[config.mk]
export PLATFORM = sky130hd
export DESIGN_NAME = decode_stage_sb
export DESIGN_NICKNAME = d
export VERILOG_FILES = /design/src/rtl/decode_pkg.sv /design/src/rtl/decode_stage_sb_scoreboard.sv /design/src/rtl/decode_stage_sb.sv
export SDC_FILE = /design/constraint.sdc
export NUM_CORES = 1
export LEC_CHECK = 0
export ABC_CLOCK_PERIOD_IN_PS = 7000
export BUFFER_PORTS_ARGS = -buffer_cell sky130_fd_sc_hd__buf_2
export CAP_MARGIN = 20
export CORE_MARGIN = 2
export CORE_UTILIZATION = 55
export CTS_BUF_LIST = sky130_fd_sc_hd__clkbuf_4
export DETAILED_ROUTE_END_ITERATION = 8
export GPL_ROUTABILITY_DRIVEN = 0
export MAX_ROUTING_LAYER = met4
export PLACE_DENSITY = 0.74
export SYNTH_ARGS = -nofsm -noshare
export SYNTH_HDL_FRONTEND = slang
export SYNTH_SLANG_ARGS = --single-unit
[constraint.sdc]
create_clock -name clk -period 7 [get_ports clk]
set_input_delay 1.75 -clock clk [delete_from_list [all_inputs] [get_ports clk]]
set_output_delay 1.75 -clock clk [all_outputs]
set_load 0.03 [all_outputs]
[src/rtl/decode_pkg.sv]
`default_nettype none
// ============================================================================
// Module   : decode_pkg
// Purpose  : Shared type codes, field positions and decode helpers for ID.
// Revision : 1.0
// ============================================================================
package decode_pkg;

    localparam int INST_BITS = 32;
    localparam int REG_BITS  = 5;

    localparam logic [5:0] RTYPE = 6'b101010;
    localparam logic [5:0] LOAD  = 6'b100000;
    localparam logic [5:0] STORE = 6'b100001;
    localparam logic [5:0] BEZ   = 6'b100010;
    localparam logic [5:0] BNEZ  = 6'b100011;
    localparam logic [5:0] NOP   = 6'b111100;

    localparam logic [1:0] WW_BYTE = 2'b00;
    localparam logic [1:0] WW_HALF = 2'b01;
    localparam logic [1:0] WW_WORD = 2'b10;
    localparam logic [1:0] WW_DW   = 2'b11;

    // Bit 0 is the MSB of the instruction word.
    localparam int TYPE_HI = 0;
    localparam int TYPE_LO = 5;
    localparam int RD_HI   = 6;
    localparam int RD_LO   = 10;
    localparam int RA_HI   = 11;
    localparam int RA_LO   = 15;
    localparam int RB_HI   = 16;
    localparam int RB_LO   = 20;
    localparam int PPP_HI  = 21;
    localparam int PPP_LO  = 23;
    localparam int WW_HI   = 24;
    localparam int WW_LO   = 25;
    localparam int OP_HI   = 26;
    localparam int OP_LO   = 31;
    localparam int IMM_HI  = 16;
    localparam int IMM_LO  = 31;

    typedef struct packed {
        logic [0:5]          typ;
        logic [0:REG_BITS-1] rd;
        logic [0:REG_BITS-1] ra;
        logic [0:REG_BITS-1] rb;
        logic [0:2]          ppp;
        logic [0:1]          ww;
        logic [0:5]          op;
        logic [0:15]         imm;
        logic                wr_en;
    } entry_t;

    typedef struct packed {
        logic use_ra;
        logic use_rb;
        logic use_rd;
    } src_t;

    function automatic entry_t decode_fields(input logic [0:INST_BITS-1] inst);
        entry_t e;
        e.typ   = inst[TYPE_HI:TYPE_LO];
        e.rd    = inst[RD_HI:RD_LO];
        e.ra    = inst[RA_HI:RA_LO];
        e.rb    = inst[RB_HI:RB_LO];
        e.ppp   = inst[PPP_HI:PPP_LO];
        e.ww    = inst[WW_HI:WW_LO];
        e.op    = inst[OP_HI:OP_LO];
        e.imm   = inst[IMM_HI:IMM_LO];
        e.wr_en = (e.typ == RTYPE) || (e.typ == LOAD);
        return e;
    endfunction

    // Unrecognised type codes fall through to the all-zero (NOP) source set.
    function automatic src_t decode_srcs(input logic [0:5] typ);
        src_t s;
        s = '0;
        case (typ)
            RTYPE:     begin s.use_ra = 1'b1; s.use_rb = 1'b1; end
            LOAD:      s.use_ra = 1'b1;
            STORE:     begin s.use_ra = 1'b1; s.use_rd = 1'b1; end
            BEZ, BNEZ: s.use_rd = 1'b1;
            default:   s = '0;
        endcase
        return s;
    endfunction

endpackage
`default_nettype wire

[src/rtl/decode_stage_sb_scoreboard.sv]
`default_nettype none
// ============================================================================
// Module   : decode_stage_sb_scoreboard
// Purpose  : Per-register saturating pending-write counters.
// Revision : 1.0
// ============================================================================
module decode_stage_sb_scoreboard #(
    parameter  int NUM_REGS = 32,
    parameter  int PEND_W   = 2,
    parameter  int ZERO_REG = 1,
    localparam int RA_W     = $clog2(NUM_REGS)
) (
    input  logic                clk,
    input  logic                reset,
    input  logic                inc_en,
    input  logic [0:RA_W-1]     inc_idx,
    input  logic                dec_a_en,
    input  logic [0:RA_W-1]     dec_a_idx,
    input  logic                dec_b_en,
    input  logic [0:RA_W-1]     dec_b_idx,
    output logic [NUM_REGS-1:0] pend,
    output logic [NUM_REGS-1:0] sat
);

    localparam int SUM_W = PEND_W + 2;
    localparam logic [SUM_W-1:0] MAX_CNT = SUM_W'((1 << PEND_W) - 1);

    for (genvar r = 0; r < NUM_REGS; r++) begin : g_reg
        logic [PEND_W-1:0] cnt_q;
        logic [PEND_W-1:0] cnt_d;
        logic [SUM_W-1:0]  sum;
        logic [SUM_W-1:0]  decs;
        logic [SUM_W-1:0]  diff;

        always_comb begin
            sum  = SUM_W'(cnt_q) + SUM_W'(inc_en && (inc_idx == RA_W'(r)));
            decs = SUM_W'(dec_a_en && (dec_a_idx == RA_W'(r)))
                 + SUM_W'(dec_b_en && (dec_b_idx == RA_W'(r)));
            diff = '0;
            if (sum >= decs) begin
                diff = sum - decs;
            end
            if (diff > MAX_CNT) begin
                diff = MAX_CNT;
            end
            cnt_d = diff[PEND_W-1:0];
            if (ZERO_REG != 0 && r == 0) begin
                cnt_d = '0;
            end
        end

        always_ff @(posedge clk or posedge reset) begin
            if (reset) begin
                cnt_q <= '0;
            end else begin
                cnt_q <= cnt_d;
            end
        end

        assign pend[r] = |cnt_q;
        assign sat[r]  = &cnt_q;
    end

endmodule
`default_nettype wire

[src/rtl/decode_stage_sb.sv]
`default_nettype none
// ============================================================================
// Module   : decode_stage_sb
// Purpose  : Registered decode stage with RAW/WAW write scoreboard.
// Revision : 1.0
// ============================================================================
module decode_stage_sb
    import decode_pkg::*;
#(
    parameter  int INST_W   = 32,
    parameter  int NUM_REGS = 32,
    parameter  int PEND_W   = 2,
    parameter  int ZERO_REG = 1,
    parameter  int CNT_W    = 16,
    localparam int RA_W     = $clog2(NUM_REGS)
) (
    input  logic              clk,
    input  logic              reset,
    input  logic              if_valid,
    input  logic [0:INST_W-1] if_inst,
    output logic              id_ready,
    output logic              ex_valid,
    input  logic              ex_ready,
    output logic [0:5]        ex_type,
    output logic [0:RA_W-1]   ex_rD,
    output logic [0:RA_W-1]   ex_rA,
    output logic [0:RA_W-1]   ex_rB,
    output logic [0:2]        ex_ppp,
    output logic [0:1]        ex_WW,
    output logic [0:5]        ex_op,
    output logic [0:15]       ex_imm,
    output logic              ex_wrEn,
    input  logic              wb_valid,
    input  logic [0:RA_W-1]   wb_rD,
    input  logic              flush,
    output logic [0:CNT_W-1]  stall_cnt
);

    entry_t              dec;
    src_t                src;
    entry_t              ex_q;
    entry_t              ex_d;
    logic                ex_valid_q;
    logic                ex_valid_d;
    logic [CNT_W-1:0]    stall_cnt_q;
    logic [CNT_W-1:0]    stall_cnt_d;
    logic [NUM_REGS-1:0] pend;
    logic [NUM_REGS-1:0] sat;
    logic                free;
    logic                hazard;
    logic                accept;
    logic                flush_revert;

    always_comb begin
        dec = decode_fields(if_inst);
        src = decode_srcs(dec.typ);
    end

    // Register 0 never reads as pending when untracked, so no special case here.
    always_comb begin
        hazard = (src.use_ra && pend[dec.ra])
              || (src.use_rb && pend[dec.rb])
              || (src.use_rd && pend[dec.rd])
              || (dec.wr_en  && sat[dec.rd]);
        free         = !ex_valid_q || ex_ready;
        id_ready     = free && !hazard && !flush;
        accept       = if_valid && id_ready;
        flush_revert = flush && ex_valid_q && !ex_ready && ex_q.wr_en;
    end

    always_comb begin
        ex_d        = ex_q;
        ex_valid_d  = ex_valid_q;
        stall_cnt_d = stall_cnt_q;
        if (accept) begin
            ex_d       = dec;
            ex_valid_d = 1'b1;
        end else if (flush || ex_ready) begin
            ex_valid_d = 1'b0;
        end
        if (if_valid && free && hazard && !flush && !(&stall_cnt_q)) begin
            stall_cnt_d = stall_cnt_q + CNT_W'(1);
        end
    end

    always_ff @(posedge clk or posedge reset) begin
        if (reset) begin
            ex_q        <= '0;
            ex_valid_q  <= 1'b0;
            stall_cnt_q <= '0;
        end else begin
            ex_q        <= ex_d;
            ex_valid_q  <= ex_valid_d;
            stall_cnt_q <= stall_cnt_d;
        end
    end

    decode_stage_sb_scoreboard #(
        .NUM_REGS (NUM_REGS),
        .PEND_W   (PEND_W),
        .ZERO_REG (ZERO_REG)
    ) u_sb (
        .clk       (clk),
        .reset     (reset),
        .inc_en    (accept && dec.wr_en),
        .inc_idx   (dec.rd),
        .dec_a_en  (wb_valid),
        .dec_a_idx (wb_rD),
        .dec_b_en  (flush_revert),
        .dec_b_idx (ex_q.rd),
        .pend      (pend),
        .sat       (sat)
    );

    assign ex_valid  = ex_valid_q;
    assign ex_type   = ex_q.typ;
    assign ex_rD     = ex_q.rd;
    assign ex_rA     = ex_q.ra;
    assign ex_rB     = ex_q.rb;
    assign ex_ppp    = ex_q.ppp;
    assign ex_WW     = ex_q.ww;
    assign ex_op     = ex_q.op;
    assign ex_imm    = ex_q.imm;
    assign ex_wrEn   = ex_q.wr_en;
    assign stall_cnt = stall_cnt_q;

endmodule
`default_nettype wire

# == Word level (Yosys, flattened, before mapping) ==
# Index checks and enable logic that the tools add are counted.
# Widths: inputs -> output; s select.
# op_classes
mux,75
reduce_logical,185
add_sub_neg,94
eq_ne,98
n_lt_le_gt_ge,65
# op_table
operator,count
$eq 5x5->1 const B,48
$ge 4x4->1,31
$gt 4x2->1 const B,31
$mux 4,31
$sub 4x4->4,31
$eq 5x4->1 const B,24
$logic_and 1x1->1,108
$add 2x1->3,31
$add 1x1->2,31
$mux 2,31
$reduce_and 2->1,31
$reduce_or 2->1,31
$eq 5x3->1 const B,12
$eq 5x2->1 const B,6
$eq 6x6->1 const B,5
$bmux 1 s5,4
$lt 5x6->1 const B,3
$add 16x1->16 const B,1
$reduce_and 16->1,1
$eq 5x1->1 const B,3
$mux 1,9
$logic_or 1x1->1,6
$reduce_or 3->1,2
$logic_not 1->1,5
$reduce_bool 2->1,1
# totals
ff_bits,128
input_bits,43

# == Logic depth before layout (Yosys ltp) ==
# Gate-level depths: netlist (run 1).
# logic_depth
ltp_word,18
depth_mapped,21

# == By module ==
# From an unflattened synthesis (run 1), not the netlist that was laid out.
# hier_totals
cells_unflattened,1094
area_unflattened_um2,11041.8
# by_module_without_submodules
module,area_each_um2,seq_area_each_um2,cells_each,instances
decode_stage_sb_scoreboard,7547.2,1551.5,835,1
decode_stage_sb,3494.6,1251.2,259,1

# == Least setup slack after synthesis (run 1) ==
# Ideal clock, no wire load.
# synth_path
path_kind,input -> output
start,input if_inst[13] (netlist name)
end,output id_ready
setup_slack_ns,1.583
t_arrival_ns,3.667
cell_stages,9
path_buffers,2
cell_sequence,buf_4 nor3_1 a2111oi_0 o41ai_1 a211o_1 nand3_2 nor4_4 buf_6 and2_1
# synth_between
elab_chain_len,9
# synth_lines
item,line,rtl
from (decl),decode_stage_sb.sv:20,"input logic [0:INST_W-1] if_inst,"
$bmux 1 s5,decode_stage_sb.sv:61,hazard = (src.use_ra && pend[dec.ra])
$mux 1 (not written as such),decode_stage_sb.sv:61,
$logic_and 1x1->1,decode_stage_sb.sv:61,
$logic_or 1x1->1,decode_stage_sb.sv:62,|| (src.use_rb && pend[dec.rb])
$logic_or 1x1->1,decode_stage_sb.sv:63,|| (src.use_rd && pend[dec.rd])
$logic_or 1x1->1,decode_stage_sb.sv:64,|| (dec.wr_en && sat[dec.rd]);
$logic_not 1->1,decode_stage_sb.sv:66,id_ready = free && !hazard && !flush;
$logic_and 1x1->1 (2 in a row),decode_stage_sb.sv:66,
to (decl),decode_stage_sb.sv:21,"output logic id_ready,"
# Every way passes these cells. The select of a mux whose other input is x is not followed.

# == Final worst setup path (run 1) ==
# layout_path
start,input if_inst[1] (netlist name)
end,output id_ready
# layout_between
elab_chain_len,10
# layout_lines
item,line,rtl
"$eq 6x6->1, on equally long branches","decode_pkg.sv:70, decode_pkg.sv:78",
$reduce_or 3->1 (no source line),-,
$mux 1,decode_pkg.sv:78,case (typ)
$logic_and 1x1->1,decode_stage_sb.sv:61,
$logic_or 1x1->1,decode_stage_sb.sv:62,
$logic_or 1x1->1,decode_stage_sb.sv:63,
$logic_or 1x1->1 (*),decode_stage_sb.sv:64,
$logic_not 1->1 (*),decode_stage_sb.sv:66,
$logic_and 1x1->1 (*) (2 in a row),decode_stage_sb.sv:66,
# Every way passes the cells marked *; elsewhere a longest branch is shown, timed or not.

==> impl_metrics.csv, run 1 <==
group,metric,value,unit
routing,post_drt_wl_per_cell,17.3,um
global_routing,grt_pass1_wl,43300,um
yosys,synth_edf_count,0,
pwr,ir_drop,113,uV
setup_path,r2r_setup_slack,2.43,ns
die,ios,110,
yosys,synth_flop_cell,"dfrtp_1",
pwr,powerDensity,225,nW/um2
yosys,synth_area,10800,um2
pwr,power.leakage,5.38,nW
yosys,syn_inst,1175,
clock_tree,postCtsResizedCells,0,
finish,n_fill_cell,1696,
yosys,synth_nets,1436,
global_routing,grt_pass1_vias,8682,
die,start_util,55.7,%
die,rows,51,
routing,drt_pre_antenna_iters,5,
clock_tree,cts_tree,"done",
setup_path,worstSetupEndpointType,"output pin",
global_routing,track_usage,27.6,%
clock_tree,path_clk_slew,0.19,ns
setup_path,reg2reg_to,"u_sb.g_reg[1].cnt_q[0]$_DFF_PP0_",
finish,fin_util,59.7,%
setup_path,r2r_cells,17,
finish,nets,1511,
yosys,yosysSeqAreaShare,26.0,%
timing,whs,0.496,ns
timing,worstMarginPinSlew,0.880,ns
worst_hold_path,holdPathStages,1,
routing,vias,8878,
setup_path,worstSetupStartpointType,"primary input",
timing,skew,0.0228,ns
setup_path,timing.rr.start,"u_sb.g_reg[14].cnt_q[1]$_DFF_PP0_",
routing,drt_iter0_markers,681,
die,die_w,144,um
yosys,syn_area_per_cell,9.17,um2
placed_design,placed_cells,1503,
yosys,async_reset_ff_share,100,%
setup_path,crit_fanout,17,
worst_hold_path,hp-start,"stall_cnt[8]$_DFFE_PP0P_",
setup_path,worst_ep_arrival_time,4.25,ns
clock_tree,cts_setup_buffers,0,
timing,final-max-slew-violation-count,0,
clock_tree,ctsRootBufferMaster,"clkbuf_4",
timing,min_period_over_period,85.7,%
finish,final_layout_size_suffix_gt1_share,13.2,%
outcome,status,"completed",
clock_tree,cts_sinks,112,
timing,setup_tns,0,ns
clock_tree,insertion_delay,0.53,ns
yosys,yosysUniqueCellTypes,62,
finish,instances_no_fill,1521,
routing,wirelength,26400,um
routing,drc_errors,0,
yosys,ys.warnings.count,0,
run,drv_cap,0,
die,coreArea,19300,um2
clock_tree,clock_path_buffers,2,
clock_tree,cts_made_buffers,9,
worst_hold_path,min_to,"stall_cnt[8]$_DFFE_PP0P_",
yosys,ys_seq_elements,112,
setup_path,crit_type,"in2out",
routing,vias_per_cell,5.84,
timing,setup_viol,0,
global_routing,gr-total-overflow,0,
timing,min_period,6.00,ns
global_routing,grt_max_degree,63,
timing,slew_headroom,41.1,%
finish,syn2layout_area_growth,7.09,%
global_routing,grt_antenna_before_repair,1,
clock_tree,ctsHoldBuffers,0,
placed_design,port_buffers,109,
timing,timing.fmax,167,MHz
timing,rsz0062_at_grt,"false",
placed_design,place_hpwl,20900,um
die,die_area,20700,um2
die,die_h,144,um
routing,ant_nets,0,
timing,finalHoldViolCount,0,
setup_path,cp.required,5.25,ns
worst_hold_path,hp-class,"reg2reg",
clock_tree,cts_max_level,3,
-- Yosys cell counts, drive strengths merged (2+ instances only) --
cell | n | area, um2
and2 | 3 | 18.8
buf | 38 | 250
mux4 | 16 | 360
nand4 | 5 | 31.3
or2 | 3 | 18.8
xor2 | 13 | 114
nor4b | 4 | 41.3
a22o | 2 | 17.5
a211o | 3 | 26.3
nor2 | 136 | 510
nor2b | 8 | 50.1
nand3b | 5 | 37.5
a21oi | 44 | 220
nand2b | 8 | 50.1
clkbuf | 12 | 45.0
a211oi | 5 | 37.5
a221oi | 2 | 17.5
o211ai | 5 | 37.5
nand2 | 45 | 171
a2111oi | 4 | 35.0
dfrtp | 112 | 2800
and4bb | 2 | 25.0
o21ai | 44 | 220
nor4 | 17 | 140
and3 | 34 | 213
mux2i | 4 | 40.0
a31oi | 3 | 18.8
inv | 195 | 732
xnor2 | 2 | 17.5
nor3b | 4 | 30.0
fa | 62 | 1240
mux2 | 33 | 372
nand4b | 2 | 17.5
nor3 | 38 | 190
ha | 156 | 1950
nand3 | 59 | 300
a22oi | 33 | 248
-- layer usage --
| metal | wire length, um | GRT usage, % | vias to the layer above |
|---|---|---|---|
| li1 | - | - | 4163 |
| met1 | 11500 | 36.3 | 4247 |
| met2 | 11900 | 43.2 | 417 |
| met3 | 2250 | 4.30 | 51 |
| met4 | 792 | 10.9 | 0 |
| met5 | 0 | - | - |
-- worst max-delay path by stage --
stage	start	to	slack, ns	cells past startpoint
2_1_floorplan	if_inst[13]	id_ready	1.58	9
3_3_place_gp	if_inst[1]	id_ready	1.10	9
3_5_place_dp	if_inst[10]	u_sb.g_reg[10].cnt_q[0]$_DFF_PP0_	0.97	18
4_1_cts	if_inst[1]	id_ready	1.05	9
5_1_grt	if_inst[1]	id_ready	0.84	9
6_report	if_inst[1]	id_ready	1.0	9
-- cells in the final DEF (no fill, tap or decap), types with 33 or more instances in the layout --
cell     instances
a21oi_1         44
a22oi_1         33
and3_1          34
buf_2          109
dfrtp_1        112
fa_1            62
ha_1           156
inv_1          193
nand2_1         44
nand3_1         58
nor2_1         136
nor3_1          38
o21ai_0         44
-- sequential cells by signal, indices dropped and copies added (netlist names), 2 cells and up --
| signal | flops |
|---|---|
| ex_imm | 3 |
| ex_op | 5 |
| ex_ppp | 2 |
| ex_rA | 5 |
| ex_rB | 5 |
| ex_rD | 5 |
| ex_type | 6 |
| stall_cnt | 16 |
| u_sb.g.cnt_q | 62 |
-- metrics by stage --
step	setup WS (ns)	power [W]	instance area (um2)
4_1_cts	1.05	0.00260	11500
2_1_floorplan	1.58	0.00192	10800
3_3_place_gp	1.10	0.00222	11400
3_5_place_dp	0.966	0.00226	11400
6_report	0.999	0.00260	11500
5_1_grt	0.844	0.00283	11500
-- area by class of cell --
class | instances | area (um2) | share of cell area (%)
inverters | 195 | 734 | 6.37
clock inverters | 7 | 73.8 | 0.640
repair buffers | 114 | 581 | 5.03
clock buffers | 9 | 67.6 | 0.586
multi-input cells | 818 | 6940 | 60.2
well taps | 265 | 332 | 2.87
flip-flops and latches | 112 | 2800 | 24.3
diodes | 1 | 2.50 | 0.0217
-- where the power goes --
group	switching, W	internal [W]	total, W
Sequential	0.000263	0.000829	0.00109
Combinational	0.000685	0.000480	0.00117
Clock	0.000256	0.0000844	0.000340
-- critical path: stages --
cell	delay (ns)
buf_2	0.10
nor3b_1	0.43
nor3b_1	0.63
nand3_1	0.19
o32ai_1	0.50
nor4_4	0.08
buf_4	0.22
and2_1	0.17
buf_2	0.17
-- cells by family after synthesis --
kind of cell             Yosys count  synth area share (%)
flip-flops                       112                  26.0
buffers and inverters            245                  9.54
AND/OR/NAND/NOR                  376                  17.4
XOR/XNOR                          15                  1.22
multiplexers                      53                  7.17
AO/OA/AOI/OAI                    156                  9.05
adder cells (fa/ha/maj)          218                  29.6
No activity file was read; power rests on OpenSTA's default activity.
==> inputs of run 2 (changes only) <==
Settings changed: PLACE_DENSITY 0.74 to 0.8.
==> impl_metrics.csv, run 2 (synthesized netlist as in run 1, its figures left out) <==
group,metric,value,unit
finish,design_area,11500,um2
clock_tree,ctsHoldBuffers,0,
setup_path,r2r_setup_slack,2.34,ns
timing,min_period,6.00,ns
die,die_w,144,um
setup_path,crit_fanout,18,
clock_tree,cts_max_level,3,
timing,final-max-slew-violation-count,0,
routing,drt_pre_antenna_iters,5,
global_routing,grt_max_degree,62,
timing,slew_headroom,38.8,%
die,rows,51,
routing,ant_nets,0,
global_routing,grt_pass1_vias,8790,
pwr,power.leakage,5.39,nW
setup_path,worstSetupEndpointType,"output pin",
timing,worstMarginPinSlew,0.914,ns
setup_path,reg2reg_to,"u_sb.g_reg[31].cnt_q[0]$_DFF_PP0_",
clock_tree,insertion_delay,0.52,ns
setup_path,timing.rr.start,"u_sb.g_reg[15].cnt_q[1]$_DFF_PP0_",
finish,nets,1512,
routing,drt_iter0_markers,757,
clock_tree,postCtsResizedCells,0,
pwr,powerDensity,226,nW/um2
finish,syn2layout_area_growth,7.21,%
clock_tree,path_clk_slew,0.19,ns
die,coreArea,19300,um2
timing,whs,0.502,ns
global_routing,grt_antenna_before_repair,5,
placed_design,dpl_cell_area,11400,um2
run,drv_cap,0,
clock_tree,cts_tree,"done",
clock_tree,ctsRootBufferMaster,"clkbuf_4",
setup_path,worst_ep_arrival_time,4.25,ns
timing,setup_viol,0,
global_routing,gr-total-overflow,0,
finish,final_layout_size_suffix_gt1_share,13.3,%
finish,largest-register,"u_sb.g.cnt_q",
die,ios,110,
finish,final_common_cell,"inv_1",
clock_tree,cts_made_buffers,9,
worst_hold_path,hp-start,"stall_cnt[8]$_DFFE_PP0P_",
routing,drc_errors,0,
routing,wirelength,27300,um
placed_design,place_hpwl,21400,um
routing,post_drt_wl_per_cell,17.9,um
global_routing,track_usage,28.0,%
placed_design,port_buffers,109,
worst_hold_path,hp-class,"reg2reg",
finish,most-common-layout-cells,"193 x inv_1, 156 x ha_1, 136 x nor2_1",
routing,vias_per_cell,5.93,
timing,finalHoldViolCount,0,
timing,timing.fmax,167,MHz
clock_tree,cts_sinks,112,
timing,skew,0.0445,ns
pwr,ir_drop,107,uV
timing,rsz0062_at_grt,"false",
clock_tree,clock_path_buffers,2,
setup_path,crit_type,"in2out",
setup_path,cp.required,5.25,ns
worst_hold_path,holdPathStages,1,
outcome,status,"completed",
clock_tree,cts_setup_buffers,0,
setup_path,r2r_cells,18,
setup_path,worstSetupStartpointType,"primary input",
timing,setup_tns,0,ns
worst_hold_path,min_to,"stall_cnt[8]$_DFFE_PP0P_",
die,die_area,20700,um2
finish,largest_register_ffs,62,
timing,min_period_over_period,85.7,%
global_routing,grt_pass1_wl,43800,um
routing,vias,9044,
die,start_util,55.7,%
die,die_h,144,um
[run 2: cell count changes in the layout (fill, tap and decap cells not counted), sizes merged]
cell	delta
diode	+4
clkbuf	-1
clkinvlp	-1
buf	+2
inv	+1
[run 2: stage by stage]
| step | total power (W) | instances | util (%) | setup WS (ns) |
|---|---|---|---|---|
| 6_report | 0.00261 | 1526 | 59.7 | 0.998 |
| 5_1_grt | 0.00283 | 1526 | 59.7 | 0.895 |
| 4_1_cts | 0.00260 | 1520 | 59.6 | 1.11 |
| 3_5_place_dp | 0.00226 | 1504 | 58.9 | 0.895 |
| 3_3_place_gp | 0.00221 | 1504 | 58.9 | 1.05 |
| 2_1_floorplan | 0.00192 | 1175 | - | 1.58 |
[run 2: layout make-up]
cell class	count	area (um2)
antenna	5	12.5
clock buffer	9	67.6
clock inverter	7	70.1
fill	1634	7790
inverter	195	734
multi-input combinational	818	6940
sequential	112	2800
tap	265	332
timing repair buffer	115	588
[run 2: worst max-delay path by stage]
stage / start / endpoint / cells past startpoint
2_1_floorplan: if_inst[13] / id_ready / 9
3_3_place_gp: if_inst[10] / u_sb.g_reg[16].cnt_q[0]$_DFF_PP0_ / 19
3_5_place_dp: if_inst[10] / u_sb.g_reg[28].cnt_q[0]$_DFF_PP0_ / 19
4_1_cts: if_inst[1] / id_ready / 9
5_1_grt: if_inst[1] / id_ready / 9
6_report: if_inst[1] / id_ready / 9
[run 2: report_power, final]
part | leakage, nW | switching [W] | total (W) | internal, W
Combinational | 4.11 | 0.000698 | 0.00118 | 0.000481
Clock | 0.0744 | 0.000257 | 0.000342 | 0.0000851
Sequential | 1.21 | 0.000263 | 0.00109 | 0.000829
[run 2: worst max-delay path, cell delays in order]
cell,delay [ns]
buf_2,0.11
nor3b_1,0.41
nor3b_1,0.61
o311ai_1,0.21
o31ai_1,0.53
nor4_4,0.04
buf_4,0.22
and2_1,0.17
buf_2,0.18
[run 2: metal layers]
metal / routed length [um] / vias to the layer above / GRT usage [%]
met1: 10900 / 4290 / 35.3
met5: 0 / - / -
met4: 1140 / 0 / 13.1
met3: 2850 / 98 / 6.23
li1: - / 4166 / -
met2: 12400 / 490 / 43.1
==> inputs of run 3 (changes only) <==
Settings changed: CORE_MARGIN 2 to 4.
==> impl_metrics.csv, run 3 (synthesized netlist as in run 1, its figures left out) <==
group,metric,value,unit
routing,vias_per_cell,5.93,
finish,syn2layout_area_growth,7.38,%
clock_tree,cts_made_buffers,9,
timing,setup_viol,0,
clock_tree,ctsHoldBuffers,0,
finish,nets,1513,
routing,ant_nets,0,
setup_path,cp.required,5.25,ns
setup_path,crit_fanout,19,
clock_tree,clock_path_buffers,2,
setup_path,max_stage_delay,0.51,ns
global_routing,grt_max_degree,66,
clock_tree,ctsRootBufferMaster,"clkbuf_4",
timing,finalHoldViolCount,0,
setup_path,crit_type,"in2out",
pwr,power.total,0.00262,W
setup_path,worstSetupStartpointType,"primary input",
finish,largest-register,"u_sb.g.cnt_q",
timing,setup_tns,0,ns
finish,final_common_cell,"inv_1",
routing,wirelength,27400,um
clock_tree,cts_max_level,3,
placed_design,place_hpwl,21800,um
clock_tree,path_clk_slew,0.21,ns
placed_design,port_buffers,109,
timing,final-max-slew-violation-count,0,
setup_path,cp_cell_sequence,"buf_2 -> buf_4 -> and4bb_2 -> a221oi_1 -> nand3_1 -> o32ai_1 -> nor4_4 -> buf_4 -> and2_1 -> buf_2",
worst_hold_path,hp-class,"reg2reg",
run,drv_cap,0,
die,rows,50,
routing,drt_iter0_markers,782,
setup_path,r2r_setup_slack,2.27,ns
outcome,violations,"design-rule violations",
global_routing,grt_pass1_vias,8966,
clock_tree,postCtsResizedCells,0,
die,die_area,21900,um2
global_routing,gr-total-overflow,0,
clock_tree,cts_setup_buffers,0,
clock_tree,cts_tree,"done",
setup_path,timing.rr.start,"u_sb.g_reg[14].cnt_q[1]$_DFF_PP0_",
global_routing,grt_antenna_before_repair,2,
timing,rsz0062_at_grt,"false",
routing,drc_errors,2,
die,start_util,56.8,%
outcome,status,"finished with violations",
setup_path,worst_ep_arrival_time,4.32,ns
finish,final_layout_size_suffix_gt1_share,13.4,%
clock_tree,cts_sinks,112,
timing,worstMarginPinSlew,0.842,ns
timing,min_period_over_period,86.8,%
die,ios,110,
die,coreArea,19000,um2
finish,n_fill_cell,1607,
setup_path,critPathLaunch,"if_inst[9]",
pwr,power.leakage,5.41,nW
setup_path,cpMaxStageDelayCell,"o32ai_1",
timing,timing.fmax,165,MHz
pwr,powerDensity,226,nW/um2
setup_path,worstSetupEndpointType,"output pin",
setup_path,r2r_cells,17,
routing,drt_pre_antenna_iters,9,
routing,post_drt_wl_per_cell,18.1,um
timing,min_period,6.07,ns
routing,vias,9002,
timing,slew_headroom,43.6,%
finish,largest_register_ffs,62,
die,die_h,148,um
finish,most-common-layout-cells,"193 x inv_1, 156 x ha_1, 136 x nor2_1",
die,die_w,148,um
setup_path,reg2reg_to,"u_sb.g_reg[24].cnt_q[0]$_DFF_PP0_",
pwr,ir_drop,102,uV
clock_tree,insertion_delay,0.54,ns
timing,whs,0.507,ns
global_routing,grt_pass1_wl,45100,um
global_routing,track_usage,26.5,%
timing,skew,0.0250,ns
setup_path,critPathCapture,"id_ready",
-- run 3: worst min path at each step --
stage | start | end | slack, ns | depth (start not counted)
after floorplan | stall_cnt[8]$_DFFE_PP0P_ | stall_cnt[8]$_DFFE_PP0P_ | 0.66 | 1
after global placement | ex_type[0]$_DFFE_PP0P_ | ex_type[0]$_DFFE_PP0P_ | 0.47 | 1
after detailed placement | ex_type[0]$_DFFE_PP0P_ | ex_type[0]$_DFFE_PP0P_ | 0.48 | 1
after CTS | stall_cnt[8]$_DFFE_PP0P_ | stall_cnt[8]$_DFFE_PP0P_ | 0.51 | 1
after global routing | stall_cnt[8]$_DFFE_PP0P_ | stall_cnt[8]$_DFFE_PP0P_ | 0.52 | 1
final | stall_cnt[8]$_DFFE_PP0P_ | stall_cnt[8]$_DFFE_PP0P_ | 0.51 | 1
-- run 3: power breakdown --
part | internal (W) | total, W | switching, W
combinational | 0.000481 | 0.00118 | 0.000702
sequential | 0.000829 | 0.00108 | 0.000251
clock | 0.0000878 | 0.000352 | 0.000264
-- run 3: critical path, delay by kind of cell --
family / cells / cell delay, ns
buffers and inverters: 4 / 1.05
AOI/OAI and AO/OA: 2 / 0.79
and+or+nand+nor: 4 / 0.71
-- run 3: metal layers --
layer	part of all wire [%]	GRT usage, %	vias to the layer above
li1	-	-	4163
met1	40	33.5	4303
met2	47	42.2	461
met3	9.8	5.98	75
met4	3.5	9.84	0
met5	0	-	-
-- run 3: final cells by class --
| type | instances | area (um2) | share of cell area, % |
|---|---|---|---|
| timing repair buffer | 116 | 608 | 5.26 |
| inverter | 195 | 734 | 6.35 |
| sequential | 112 | 2800 | 24.2 |
| antenna | 2 | 5.00 | 0.0433 |
| clock inverter | 7 | 81.3 | 0.703 |
| clock buffer | 9 | 67.6 | 0.584 |
| multi-input combinational | 818 | 6940 | 60.0 |
| tap | 260 | 325 | 2.81 |
-- run 3: metrics by stage --
stage / area [um2] / instances / utilization (%) / setup slack, ns
2_1_floorplan: 10800 / 1175 / - / 1.58
3_3_place_gp: 11400 / 1500 / 60.2 / 0.894
3_5_place_dp: 11400 / 1500 / 60.2 / 0.792
4_1_cts: 11600 / 1516 / 61.0 / 0.983
5_1_grt: 11600 / 1519 / 61.0 / 0.836
6_report: 11600 / 1519 / 61.0 / 0.927
